$ cat src/rtl/alu_exec_unit.sv
// EX-stage ALU: decodes ALUop/funct, executes single-cycle ops with a registered result and runs
// iterative signed/unsigned multiply and divide into HI/LO behind a valid/ready handshake.
module alu_exec_unit #(
    parameter int unsigned WIDTH     = 32,
    parameter bit          MULDIV_EN = 1'b1
) (
    input  logic             clk,
    input  logic             rst_n,
    input  logic             valid_i,
    output logic             ready_o,
    input  logic [1:0]       aluop,
    input  logic [5:0]       funct,
    input  logic [WIDTH-1:0] a,
    input  logic [WIDTH-1:0] b,
    output logic             valid_o,
    output logic [WIDTH-1:0] result,
    output logic             zero,
    output logic [3:0]       alu_ctrl,
    output logic             illegal,
    output logic [WIDTH-1:0] hi,
    output logic [WIDTH-1:0] lo
);

    localparam int unsigned CntW = $clog2(WIDTH + 1);

    localparam logic [3:0] CtrlAnd  = 4'b0000;
    localparam logic [3:0] CtrlOr   = 4'b0001;
    localparam logic [3:0] CtrlAdd  = 4'b0010;
    localparam logic [3:0] CtrlSub  = 4'b0110;
    localparam logic [3:0] CtrlSlt  = 4'b0111;
    localparam logic [3:0] CtrlMult = 4'b1000;
    localparam logic [3:0] CtrlMulu = 4'b1001;
    localparam logic [3:0] CtrlDiv  = 4'b1010;
    localparam logic [3:0] CtrlDivu = 4'b1011;
    localparam logic [3:0] CtrlMfhi = 4'b1100;
    localparam logic [3:0] CtrlMflo = 4'b1101;
    localparam logic [3:0] CtrlNor  = 4'b1110;
    localparam logic [3:0] CtrlIll  = 4'b1111;

    typedef enum logic [1:0] {StIdle, StMul, StDiv, StFix} state_e;

    state_e               state_q, state_d;
    logic [CntW-1:0]      cnt_q, cnt_d;
    logic [2*WIDTH-1:0]   acc_q, acc_d;
    logic [WIDTH-1:0]     opnd_q, opnd_d;
    logic                 neg_res_q, neg_res_d;
    logic                 neg_rem_q, neg_rem_d;
    logic                 div0_q, div0_d;
    logic                 is_div_q, is_div_d;
    logic [WIDTH-1:0]     hi_q, hi_d, lo_q, lo_d;
    logic [WIDTH-1:0]     result_q, result_d;
    logic                 zero_q, zero_d;
    logic                 valid_q, valid_d;
    logic [3:0]           ctrl_q, ctrl_d;
    logic                 ill_q, ill_d;

    logic [3:0]           dec_ctrl;
    logic [WIDTH-1:0]     sc_res;
    logic                 op_signed, a_neg, b_neg;
    logic [WIDTH-1:0]     a_mag, b_mag;
    logic [WIDTH:0]       mul_sum, div_shl;
    logic                 div_ge;
    logic [WIDTH:0]       div_rem;
    logic [2*WIDTH-1:0]   prod_fix;
    logic [WIDTH-1:0]     quo_fix, rem_fix;

    // Full-funct encodings take priority over the low-nibble R-type encodings.
    always_comb begin
        dec_ctrl = CtrlIll;
        if (aluop == 2'b00) begin
            dec_ctrl = CtrlAdd;
        end else if (aluop[0]) begin
            dec_ctrl = CtrlSub;
        end else begin
            case (funct)
                6'b100111: dec_ctrl = CtrlNor;
                6'b011000: dec_ctrl = MULDIV_EN ? CtrlMult : CtrlIll;
                6'b011001: dec_ctrl = MULDIV_EN ? CtrlMulu : CtrlIll;
                6'b011010: dec_ctrl = MULDIV_EN ? CtrlDiv  : CtrlIll;
                6'b011011: dec_ctrl = MULDIV_EN ? CtrlDivu : CtrlIll;
                6'b010000: dec_ctrl = MULDIV_EN ? CtrlMfhi : CtrlIll;
                6'b010010: dec_ctrl = MULDIV_EN ? CtrlMflo : CtrlIll;
                default: begin
                    case (funct[3:0])
                        4'b0000: dec_ctrl = CtrlAdd;
                        4'b0010: dec_ctrl = CtrlSub;
                        4'b0100: dec_ctrl = CtrlAnd;
                        4'b0101: dec_ctrl = CtrlOr;
                        4'b1010: dec_ctrl = CtrlSlt;
                        default: dec_ctrl = CtrlIll;
                    endcase
                end
            endcase
        end
    end

    always_comb begin
        sc_res = '0;
        case (dec_ctrl)
            CtrlAdd:  sc_res = a + b;
            CtrlSub:  sc_res = a - b;
            CtrlAnd:  sc_res = a & b;
            CtrlOr:   sc_res = a | b;
            CtrlNor:  sc_res = ~(a | b);
            CtrlSlt:  sc_res = {{(WIDTH-1){1'b0}}, ($signed(a) < $signed(b))};
            CtrlMfhi: sc_res = hi_q;
            CtrlMflo: sc_res = lo_q;
            default:  sc_res = '0;
        endcase
    end

    // Iterations run on magnitudes; signs are re-applied in the FIX state.
    always_comb begin
        op_signed = ~dec_ctrl[0];
        a_neg     = op_signed & a[WIDTH-1];
        b_neg     = op_signed & b[WIDTH-1];
        a_mag     = a_neg ? (~a + 1'b1) : a;
        b_mag     = b_neg ? (~b + 1'b1) : b;

        mul_sum   = {1'b0, acc_q[2*WIDTH-1:WIDTH]} + (acc_q[0] ? {1'b0, opnd_q} : '0);

        div_shl   = {acc_q[2*WIDTH-1:WIDTH], acc_q[WIDTH-1]};
        div_ge    = div_shl >= {1'b0, opnd_q};
        div_rem   = div_ge ? (div_shl - {1'b0, opnd_q}) : div_shl;

        prod_fix  = neg_res_q ? (~acc_q + 1'b1) : acc_q;
        quo_fix   = div0_q ? '1 :
                    (neg_res_q ? (~acc_q[WIDTH-1:0] + 1'b1) : acc_q[WIDTH-1:0]);
        rem_fix   = neg_rem_q ? (~acc_q[2*WIDTH-1:WIDTH] + 1'b1) : acc_q[2*WIDTH-1:WIDTH];
    end

    always_comb begin
        state_d   = state_q;
        cnt_d     = cnt_q;
        acc_d     = acc_q;
        opnd_d    = opnd_q;
        neg_res_d = neg_res_q;
        neg_rem_d = neg_rem_q;
        div0_d    = div0_q;
        is_div_d  = is_div_q;
        hi_d      = hi_q;
        lo_d      = lo_q;
        result_d  = result_q;
        zero_d    = zero_q;
        valid_d   = 1'b0;
        ctrl_d    = ctrl_q;
        ill_d     = ill_q;
        unique case (state_q)
            StIdle: begin
                if (valid_i) begin
                    ctrl_d    = dec_ctrl;
                    ill_d     = (dec_ctrl == CtrlIll);
                    neg_res_d = a_neg ^ b_neg;
                    neg_rem_d = a_neg;
                    cnt_d     = CntW'(WIDTH);
                    if (dec_ctrl == CtrlMult || dec_ctrl == CtrlMulu) begin
                        state_d  = StMul;
                        acc_d    = {{WIDTH{1'b0}}, b_mag};
                        opnd_d   = a_mag;
                        is_div_d = 1'b0;
                        div0_d   = 1'b0;
                    end else if (dec_ctrl == CtrlDiv || dec_ctrl == CtrlDivu) begin
                        state_d  = StDiv;
                        acc_d    = {{WIDTH{1'b0}}, a_mag};
                        opnd_d   = b_mag;
                        is_div_d = 1'b1;
                        div0_d   = (b == '0);
                    end else begin
                        valid_d  = 1'b1;
                        result_d = sc_res;
                        zero_d   = (sc_res == '0);
                    end
                end
            end
            StMul: begin
                acc_d = {mul_sum, acc_q[WIDTH-1:1]};
                cnt_d = cnt_q - CntW'(1);
                if (cnt_q == CntW'(1)) state_d = StFix;
            end
            StDiv: begin
                acc_d = {div_rem[WIDTH-1:0], acc_q[WIDTH-2:0], div_ge};
                cnt_d = cnt_q - CntW'(1);
                if (cnt_q == CntW'(1)) state_d = StFix;
            end
            StFix: begin
                if (is_div_q) begin
                    hi_d = rem_fix;
                    lo_d = quo_fix;
                end else begin
                    hi_d = prod_fix[2*WIDTH-1:WIDTH];
                    lo_d = prod_fix[WIDTH-1:0];
                end
                result_d = lo_d;
                zero_d   = (lo_d == '0);
                valid_d  = 1'b1;
                state_d  = StIdle;
            end
            default: state_d = StIdle;
        endcase
    end

    always_ff @(posedge clk or negedge rst_n) begin
        if (!rst_n) begin
            state_q   <= StIdle;
            cnt_q     <= '0;
            acc_q     <= '0;
            opnd_q    <= '0;
            neg_res_q <= 1'b0;
            neg_rem_q <= 1'b0;
            div0_q    <= 1'b0;
            is_div_q  <= 1'b0;
            hi_q      <= '0;
            lo_q      <= '0;
            result_q  <= '0;
            zero_q    <= 1'b0;
            valid_q   <= 1'b0;
            ctrl_q    <= 4'b0000;
            ill_q     <= 1'b0;
        end else begin
            state_q   <= state_d;
            cnt_q     <= cnt_d;
            acc_q     <= acc_d;
            opnd_q    <= opnd_d;
            neg_res_q <= neg_res_d;
            neg_rem_q <= neg_rem_d;
            div0_q    <= div0_d;
            is_div_q  <= is_div_d;
            hi_q      <= hi_d;
            lo_q      <= lo_d;
            result_q  <= result_d;
            zero_q    <= zero_d;
            valid_q   <= valid_d;
            ctrl_q    <= ctrl_d;
            ill_q     <= ill_d;
        end
    end

    assign ready_o  = (state_q == StIdle);
    assign valid_o  = valid_q;
    assign result   = result_q;
    assign zero     = zero_q;
    assign alu_ctrl = ctrl_q;
    assign illegal  = ill_q;
    assign hi       = MULDIV_EN ? hi_q : '0;
    assign lo       = MULDIV_EN ? lo_q : '0;

endmodule

$ cat config.mk
export PLATFORM = sky130hd
export DESIGN_NAME = alu_exec_unit
export DESIGN_NICKNAME = d
export VERILOG_FILES = /design/src/rtl/alu_exec_unit.sv
export SDC_FILE = /design/constraint.sdc
export NUM_CORES = 1
export LEC_CHECK = 0
export BUFFER_PORTS_ARGS = -buffer_cell sky130_fd_sc_hd__buf_4
export CORE_ASPECT_RATIO = 1.5
export CORE_MARGIN = 2
export CORE_UTILIZATION = 51
export CTS_CLUSTER_SIZE = 30
export DETAILED_ROUTE_END_ITERATION = 7
export GPL_TIMING_DRIVEN = 0
export MAX_ROUTING_LAYER = met4
export PLACE_DENSITY = 0.7
export SLEW_MARGIN = 20
export SYNTH_ARGS = -nofsm -noshare
export SYNTH_HDL_FRONTEND = slang
export SYNTH_SLANG_ARGS = --single-unit
$ cat constraint.sdc
create_clock -name clk -period 7.7 [get_ports clk]
set_clock_uncertainty 0.05 [all_clocks]
set_input_delay 0.77 -clock clk [delete_from_list [all_inputs] [get_ports clk]]
set_output_delay 0.77 -clock clk [all_outputs]
set_load 0.02 [all_outputs]
==> results of run 1 <==
## cell usage in the layout (no fill, tap or decap), types with 52 or more instances in the layout
cell type  count
xnor2_1      127
xor2_1        55
a21oi_1      235
a21o_1        52
clkbuf_1     164
buf_4        176
nand3_1       71
inv_1        161
o21ai_0      312
ha_1         187
nor3_1        60
dfrtp_1      211
nor2_1       283
nand2_1      300
a22oi_1       62
## layer usage
metal	vias to the layer above	GRT usage (%)
met5	-	-
met3	670	8.304
met1	12149	50.62
met2	1821	78.20
met4	0	47.29
li1	11177	-
## flip-flops by register name (all words and copies together) (netlist names), 2 cells and up
register	count
hi	32
alu_ctrl	4
lo	32
cnt_q	6
acc_q	64
state_q	2
opnd_q	32
result	32
## stage by stage
stage | std cells | util (%) | hold WS [ps] | setup slack, ps | power, mW
CTS | 3764 | 58.59 | 109.8 | 1730 | 9.929
floorplan | 2972 | - | 399.8 | 3168 | 6.123
finish | 3764 | 58.59 | 84.84 | 1332 | 10.27
global route | 3764 | 58.59 | 137.9 | 1365 | 10.70
global placement | 3717 | 56.44 | 408.6 | 869.9 | 8.504
detailed placement | 3721 | 56.65 | 421.0 | 1164 | 8.664
## area by class of cell
class / instances / area [µm²] / area share, %
well taps: 570 / 713.2 / 2.827
inverters: 163 / 611.8 / 2.425
clock inverters: 11 / 122.6 / 0.4861
plain buffers: 187 / 709.4 / 2.812
repair buffers: 179 / 1391 / 5.516
multi-input cells: 2411 / 15690 / 62.18
flip-flops and latches: 211 / 5280 / 20.93
clock buffers: 32 / 711.9 / 2.822
## worst paths after layout
check	start	endpoint	slack [ps]	cells after the start
setup / recovery	funct[0]	zero	1330	12
hold / removal	rst_n	result[29]	80	1
setup reg to reg	acc_q[0]	acc_q[62]	2100	16
hold reg to reg	result[27]	result[27]	430	2
max in group asynchronous	rst_n	hi[28]	6650	2
min in group clk	result[27]	result[27]	430	2
## power by group
part	internal [mW]	switching, mW
combinational	2.25	4.51
sequential	1.61	0.628
clock	0.719	0.557
## kinds of logic after synthesis
logic type	count (synthesis)	synth area share [%]
compound gates	1026	29.54
xor+xnor	182	7.157
fa+ha+maj	191	10.86
buf+inv	350	5.932
flops	211	23.71
mux	62	2.960
simple gates	950	19.84
==> summary.md, run 1 <==
| Metric | Value |
|---|---|
| Resize count post-CTS | `0` |
| Critical-path cell list | `clkbuf_1 > nor3_1 > a31oi_1 > clkbuf_1 > clkbuf_1 > clkbuf_1 > o31ai_1 > a21oi_1 > nand3_1 > or4b_1 > or3_1 > o31ai_1` |
| RSZ-0062 raised after global routing | `no` |
| Antenna diode count | `0` |
| Area post-placement | `24390 µm²` |
| Root Buffer | `clkbuf_16` |
| Top-count cell post-synth | `o21ai_0` |
| Routed WL per cell | `29.47 µm` |
| First-pass GRT wire length | `160.7 mm` |
| Most frequent CP cell | `clkbuf_1` |
| Port bufs | `175` |
| Vias in the first global route | `25.20k` |
| GRT Util Overall | `48.90%` |
| WS Path Type | `primary input to flip-flop` |
| Top Ports | `179` |
| Post-synth ARST share | `100.0%` |
| Status | `finished clean` |
| Max Clock Freq | `157.0 MHz` |
| Initial core utilization | `51.73%` |
| Crit start category | `primary input` |
| Yosys cell types | `87` |
| CP delay by family, top | `buffers and inverters` |
| Share of the synthesized area in the top cell type | `23.71%` |
| DRT Pass-1 Iters | `6` |
| Synth top area cells | `dfrtp_1 (24%), ha_1 (11%), o21ai_0 (7.0%)` |
| Lkg Pwr | `11.14 nW` |
| Crit-path max cell delay | `1030 ps` |
| Final Instance Area | `25230 µm²` |
| Sequential share of the synthesized area | `23.71%` |
| Via/cell ratio | `6.859` |
| Worst-path fanout max | `10` |
| Post-synth EDFFs | `0` |
| Synth top cells by count | `o21ai_0 (312), nand2_1 (300), nor2_1 (283), a21oi_1 (235), dfrtp_1 (211)` |
| Hold Path Class | `primary input to async pin` |
| Max-Cap Viols | `0` |
| Arr. time, crit path | `6780 ps` |
| Hold buffers post-CTS | `0` |
| Longest Clk Path Bufs | `3` |
| Met2 WL | `50.18 mm` |
| Worst EP required | `8120 ps` |
| Finish-stage setup viols | `0` |
| Die Wd | `174.6 µm` |
| Nets@finish | `3443` |
| Met3 WL post-DR | `9.680 mm` |
| #FFs+latches synth | `211` |
| Power per cell area | `406.9 nW/µm²` |
| Postcts setup bufs | `0` |
| Crit path max-delay cell type | `a31oi_1` |
| CTS Buf Count | `24` |
| Avg Cell Area, Syn | `7.494 µm²` |
| # fillers | `4156` |
| GPL Wtd Cong | `1.104` |
| DIE AREA | `45390 µm²` |
| Post-synth net total | `3238` |
| Setup crit end kind | `flip-flop` |
| Area growth syn-to-layout | `13.26%` |
| Worst slew pin tran | `1244 ps` |
| Pin count of the biggest net entering global routing | `86` |
| Final setup TNS | `0 ps` |
| Worst skew pair latency | `560 ps` |
| Number of DRC markers in iteration 0 | `2875` |
| Syn. warnings | `0` |
| Max Used Layer | `met4` |
| Tcrit/Tclk final | `82.70%` |
| VDD IR-drop max | `251.0 µV` |
| Mapped Cells | `2972` |
| Final wirelength | `110.9 mm` |
| Cell Area, Synth | `22270 µm²` |
| Initial antenna violation count | `0` |
| Final Hold Fails | `0` |
| Cell row count | `93` |
| Antenna-violating nets left | `0` |
| DR vias | `25.82k` |
| M1 WL | `37.51 mm` |
| Synth Flop Type | `dfrtp_1` |
| Synth area leader | `dfrtp_1` |
| Gr ovfl total | `0` |
| Clock sinks | `211` |
| Slew Viols, Final | `0` |
| CTS tree | `yes` |
| Core Footprint | `43050 µm²` |
| Die Ht | `259.9 µm` |
| H-tree depth | `1` |
| Hpwl dp | `89.52 mm` |
| Reg clk slew, reported paths | `70 ps` |
| Layout cells sized above 1 | `9.424%` |
| Slew headroom | `16.67%` |
| DRC | `0` |
| Bufs and invs on worst path | `4` |
| Minimum clock period after layout | `6368 ps` |
No activity file was read; power rests on OpenSTA's default activity.
==> run 2: changes to the inputs <==
Settings changed: ABC_AREA set to 1, PLACE_DENSITY 0.7 to 0.69.
Clock period 7.7 ns to 6.1 ns, I/O delays scaled along.
==> run 2 against run 1 <==
Net effect:
- the run now fails in 5_1_grt
- synthesized area increased by 9.6%
- synthesized cell count increased by 37%
==> summary.md, run 2 <==
| Metric | Value |
|---|---|
| Status | `aborted with a tool error` |
| Fail Step | `5_1_grt` |
| First Err | `[ERROR GRT-0116] Global routing finished with congestion. Check the congestion regions in the DRC Viewer.` |
| Pin count of the biggest net entering global routing | `101` |
| Avg Cell Area, Syn | `6.009 µm² (-20%)` |
| Mapped Cells | `4062 (+37%)` |
| GPL Wtd Cong | `1.213 (+9.9%)` |
| Top-count cell post-synth | `nand2_1` |
| Die Ht | `271.9 µm (+4.6%)` |
| Cell Area, Synth | `24410 µm² (+9.6%)` |
| Hpwl dp | `109.2 mm (+22%)` |
| #FFs+latches synth | `211 (unchanged)` |
| Longest Clk Path Bufs | `3 (unchanged)` |
| CTS Buf Count | `24 (unchanged)` |
| Postcts setup bufs | `0 (unchanged)` |
| Die Wd | `182.6 µm (+4.6%)` |
| Vias in the first global route | `31.04k` |
| Sequential share of the synthesized area | `21.63% (-2.1 points)` |
| First-pass GRT wire length | `205.9 mm` |
| Gr ovfl total | `8` |
| Synth Flop Type | `dfrtp_1` |
| Synth area leader | `dfrtp_1` |
| H-tree depth | `1 (unchanged)` |
| Port bufs | `178 (+1.7%)` |
| Syn. warnings | `0 (unchanged)` |
| Root Buffer | `clkbuf_16` |
| Resize count post-CTS | `0 (unchanged)` |
| Synth top area cells | `dfrtp_1 (22%), nand2_1 (18%), ha_1 (9.6%)` |
| Initial core utilization | `51.44% (-0.29 points)` |
| Hold buffers post-CTS | `1 (+1)` |
| Post-synth EDFFs | `0 (unchanged)` |
| Yosys cell types | `53 (-39%)` |
| Post-synth net total | `4328 (+34%)` |
| Share of the synthesized area in the top cell type | `21.63% (-2.1 points)` |
| Synth top cells by count | `nand2_1 (1139), inv_1 (550), nor2_1 (489), o21ai_0 (315), nand3_1 (239)` |
| GRT Util Overall | `58.05%` |
| Clock sinks | `211 (unchanged)` |
| Cell row count | `98 (+5.4%)` |
| Post-synth ARST share | `100.0% (unchanged)` |
| Pre-CTS setup slack | `1563 ps (+398.7 ps)` |
| Top Ports | `179 (unchanged)` |
==> run 2: logic make-up after synthesis <==
| group | share of synthesized area [%] |
|---|---|
| compound gates | 17.70 |
| xor+xnor | 4.880 |
| fa+ha+maj | 9.913 |
| buf+inv | 11.14 |
| flops | 21.63 |
| simple gates | 34.73 |
==> run 2: routing by layer <==
metal	overflow	GRT usage, %
met2	5	85.74
met1	0	56.51
met3	0	18.17
met5	-	-
met4	3	66.51
==> run 2: through the flow <==
step	std cells	hold slack (ps)	utilization, %	cell area [µm²]
4_1_cts	4886	403.5	57.74	27400
3_5_place_dp	4842	427.4	55.97	26560
3_3_place_gp	4840	419.7	55.84	26500
2_1_floorplan	4062	264.4	-	24410
==> run 3: changes to the inputs <==
Settings changed: CORE_ASPECT_RATIO 1.5 to unset, CORE_UTILIZATION 51 to 36, CTS_CLUSTER_SIZE 30 to unset, MAX_ROUTING_LAYER met4 to unset, PLACE_DENSITY 0.69 to unset, PLACE_DENSITY_LB_ADDON set to 0.15.
==> run 3 against run 2 <==
Net effect:
- the run now ends clean
- synthesized cell count unchanged
- synthesized area unchanged
==> summary.md, run 3 <==
| Metric | Value |
|---|---|
| Sequential share of the synthesized area | `21.63% (unchanged)` |
| DIE AREA | `69900 µm²` |
| Cell row count | `95 (-3.1%)` |
| Mapped Cells | `4062 (unchanged)` |
| Initial core utilization | `36.35% (-15 points)` |
| Setup crit end kind | `flip-flop` |
| Via/cell ratio | `5.626` |
| Arr. time, crit path | `4610 ps` |
| Most common cell after layout, fill and taps aside | `nand2_1` |
| Gr ovfl total | `0` |
| Reg clk slew, reported paths | `60 ps` |
| Worst R2R Start | `acc_q[0]` |
| First-pass GRT wire length | `181.9 mm` |
| Clock power frac | `11.8%` |
| Top Ports | `179 (unchanged)` |
| Power per cell area | `539.1 nW/µm²` |
| Worst EP required | `6580 ps` |
| Resize count post-CTS | `0 (unchanged)` |
| H-tree depth | `1 (unchanged)` |
| Worst slew pin tran | `948.9 ps` |
| Switch share | `58.55%` |
| Tcrit/Tclk final | `67.69%` |
| Slew headroom | `36.74%` |
| Cell Area, Synth | `24410 µm² (unchanged)` |
| Slew Viols, Final | `0` |
| Yosys cell types | `53 (unchanged)` |
| Minimum clock period after layout | `4129 ps` |
| Longest Clk Path Bufs | `3 (unchanged)` |
| Hold buffers post-CTS | `1 (unchanged)` |
| Synth top cells by count | `nand2_1 (1139), inv_1 (550), nor2_1 (489), o21ai_0 (315), nand3_1 (239)` |
| WS Path Type | `flip-flop to flip-flop` |
| Reg power frac | `19.9%` |
| Synth Flop Type | `dfrtp_1` |
| CTS Buf Count | `28 (+17%)` |
| Layout cells sized above 1 | `7.103%` |
| Area growth syn-to-layout | `14.21%` |
| Max Clock Freq | `242.2 MHz` |
| Post-synth net total | `4328 (unchanged)` |
| DRT Pass-1 Iters | `6` |
| Synth area leader | `dfrtp_1` |
| Pint | `6.229 mW` |
| GPL Wtd Cong | `1.035 (-15%)` |
| CTS tree | `yes` |
| Final Util | `41.51%` |
| Top reg by flops | `acc_q` |
| VDD IR-drop max | `272.7 µV` |
| Critical Path Source | `acc_q[0]` |
| Port bufs | `178 (unchanged)` |
| Die Ht | `264.4 µm (-2.8%)` |
| Hpwl dp | `106.2 mm (-2.7%)` |
| Max reg flops | `64` |
| Core Footprint | `67160 µm²` |
| RSZ-0062 raised after global routing | `no` |
| Postcts setup bufs | `0 (unchanged)` |
| Share of the synthesized area in the top cell type | `21.63% (unchanged)` |
| Reg-to-reg endpoint | `acc_q[58]` |
| Final setup TNS | `0 ps` |
| Worst setup path end | `acc_q[58]` |
| Die Wd | `264.4 µm (+45%)` |
| Lkg Pwr | `14.54 nW` |
| Status | `finished clean` |
| Syn. warnings | `0 (unchanged)` |
| #FFs+latches synth | `211 (unchanged)` |
| Root Buffer | `clkbuf_16` |
| DRC | `0` |
| Worst R2R Setup Slack | `1970 ps` |
| Finish-stage setup viols | `0` |
| Clock sinks | `211 (unchanged)` |
| Synth top area cells | `dfrtp_1 (22%), nand2_1 (18%), ha_1 (9.6%)` |
| Final Hold Fails | `0` |
| Initial antenna violation count | `8` |
| NetSw | `8.800 mW` |
| Vias in the first global route | `26.94k` |
| GRT Util Overall | `35.17%` |
| Max-Cap Viols | `0` |
| Crit start category | `flip-flop` |
| Final wirelength | `126.6 mm` |
| FF-to-FF path depth | `20` |
| Top-count cell post-synth | `nand2_1` |
| Routed WL per cell | `24.49 µm` |
| Pin count of the biggest net entering global routing | `80` |
| Post-synth EDFFs | `0 (unchanged)` |
| Worst-path fanout max | `10` |
| Antenna-violating nets left | `0` |
| Avg Cell Area, Syn | `6.009 µm² (unchanged)` |
| Number of DRC markers in iteration 0 | `3775` |
| Most frequent cells in the layout | `nand2_1 (1139), inv_1 (550), nor2_1 (489)` |
| DR vias | `29.08k` |
| Worst skew pair latency | `610 ps` |
| Hold Path Class | `primary input to flip-flop` |
| Post-synth ARST share | `100.0% (unchanged)` |
| Logic gate share of total power | `68.3%` |
| Nets@finish | `4539` |
[run 3: layout make-up]
class                   instances  area (µm²)
repair buffers                181        1409
clock inverters                16       207.7
inverters                     564        2117
clock buffers                  35       757.0
fillers                      7541       39280
multi-input cells            3145       16410
plain buffers                 142       603.1
diodes                          1       2.502
flip-flops and latches        211        5280
well taps                     873        1092
[run 3: worst min path at each step]
stage	slack (ps)	end	depth (start not counted)	start
5_1_grt	340	opnd_q[12]	4	a[12]
2_1_floorplan	260	acc_q[0]	0	rst_n
4_1_cts	310	opnd_q[27]	4	a[27]
3_5_place_dp	420	alu_ctrl[3]	2	alu_ctrl[3]
6_report	340	opnd_q[27]	4	a[27]
3_3_place_gp	430	alu_ctrl[1]	2	alu_ctrl[1]
[run 3: power by group through the flow]
stage                     Clock, mW  Sequential [mW]  Combinational, mW
after floorplan                   0             2.92               6.16
after global placement            0             2.96               10.0
after detailed placement          0             2.97               9.97
after CTS                      1.78             2.94               10.0
after global routing           1.85             3.03               11.2
final                          1.78             2.99               10.3
[run 3: cell families after synthesis]
family,after synthesis,synth area share (%)
and+or+nand+nor,2055,34.73
AOI/OAI and AO/OA,763,17.70
xor gates and xnor gates,136,4.880
adders and majority gates,191,9.913
buffers and inverters,706,11.14
DFF,211,21.63
[run 3: stage by stage]
| stage | worst slack (ps) | power, mW | area (µm²) | hold WS [ps] | instances |
|---|---|---|---|---|---|
| final | 1971 | 15.03 | 27880 | 338.1 | 5168 |
| after global routing | 1582 | 16.08 | 27880 | 343.9 | 5167 |
| after CTS | 2103 | 14.74 | 27880 | 305.4 | 5167 |
| after detailed placement | 1729 | 12.94 | 26900 | 424.6 | 5115 |
| after global placement | 1693 | 12.97 | 26840 | 434.1 | 5113 |
| after floorplan | 3200 | 9.085 | 24410 | 264.4 | 4062 |
[run 3: critical path, cell delays in order, from the launching register on]
cell	delay, ps
dfrtp_1	320
clkbuf_1	420
clkbuf_1	510
nand2_1	220
inv_1	90
ha_1	290
a21oi_1	220
o21ai_0	120
inv_1	60
nand2_1	90
nand2_1	80
nand2_1	90
a21boi_0	460
o21ai_0	270
nand2_1	110
nand2_1	100
nand2_1	70
nand2_1	40
o21ai_0	270
nand2_1	80
o21ai_0	100
[run 3: per-layer routing]
layer	track usage (%)	part of all wire (%)	up-vias
met1	50.24	44	13737
li1	-	-	13628
met5	0	0.038	-
met2	53.16	42	1489
met4	11.46	3.6	8
met3	6.595	9.9	214
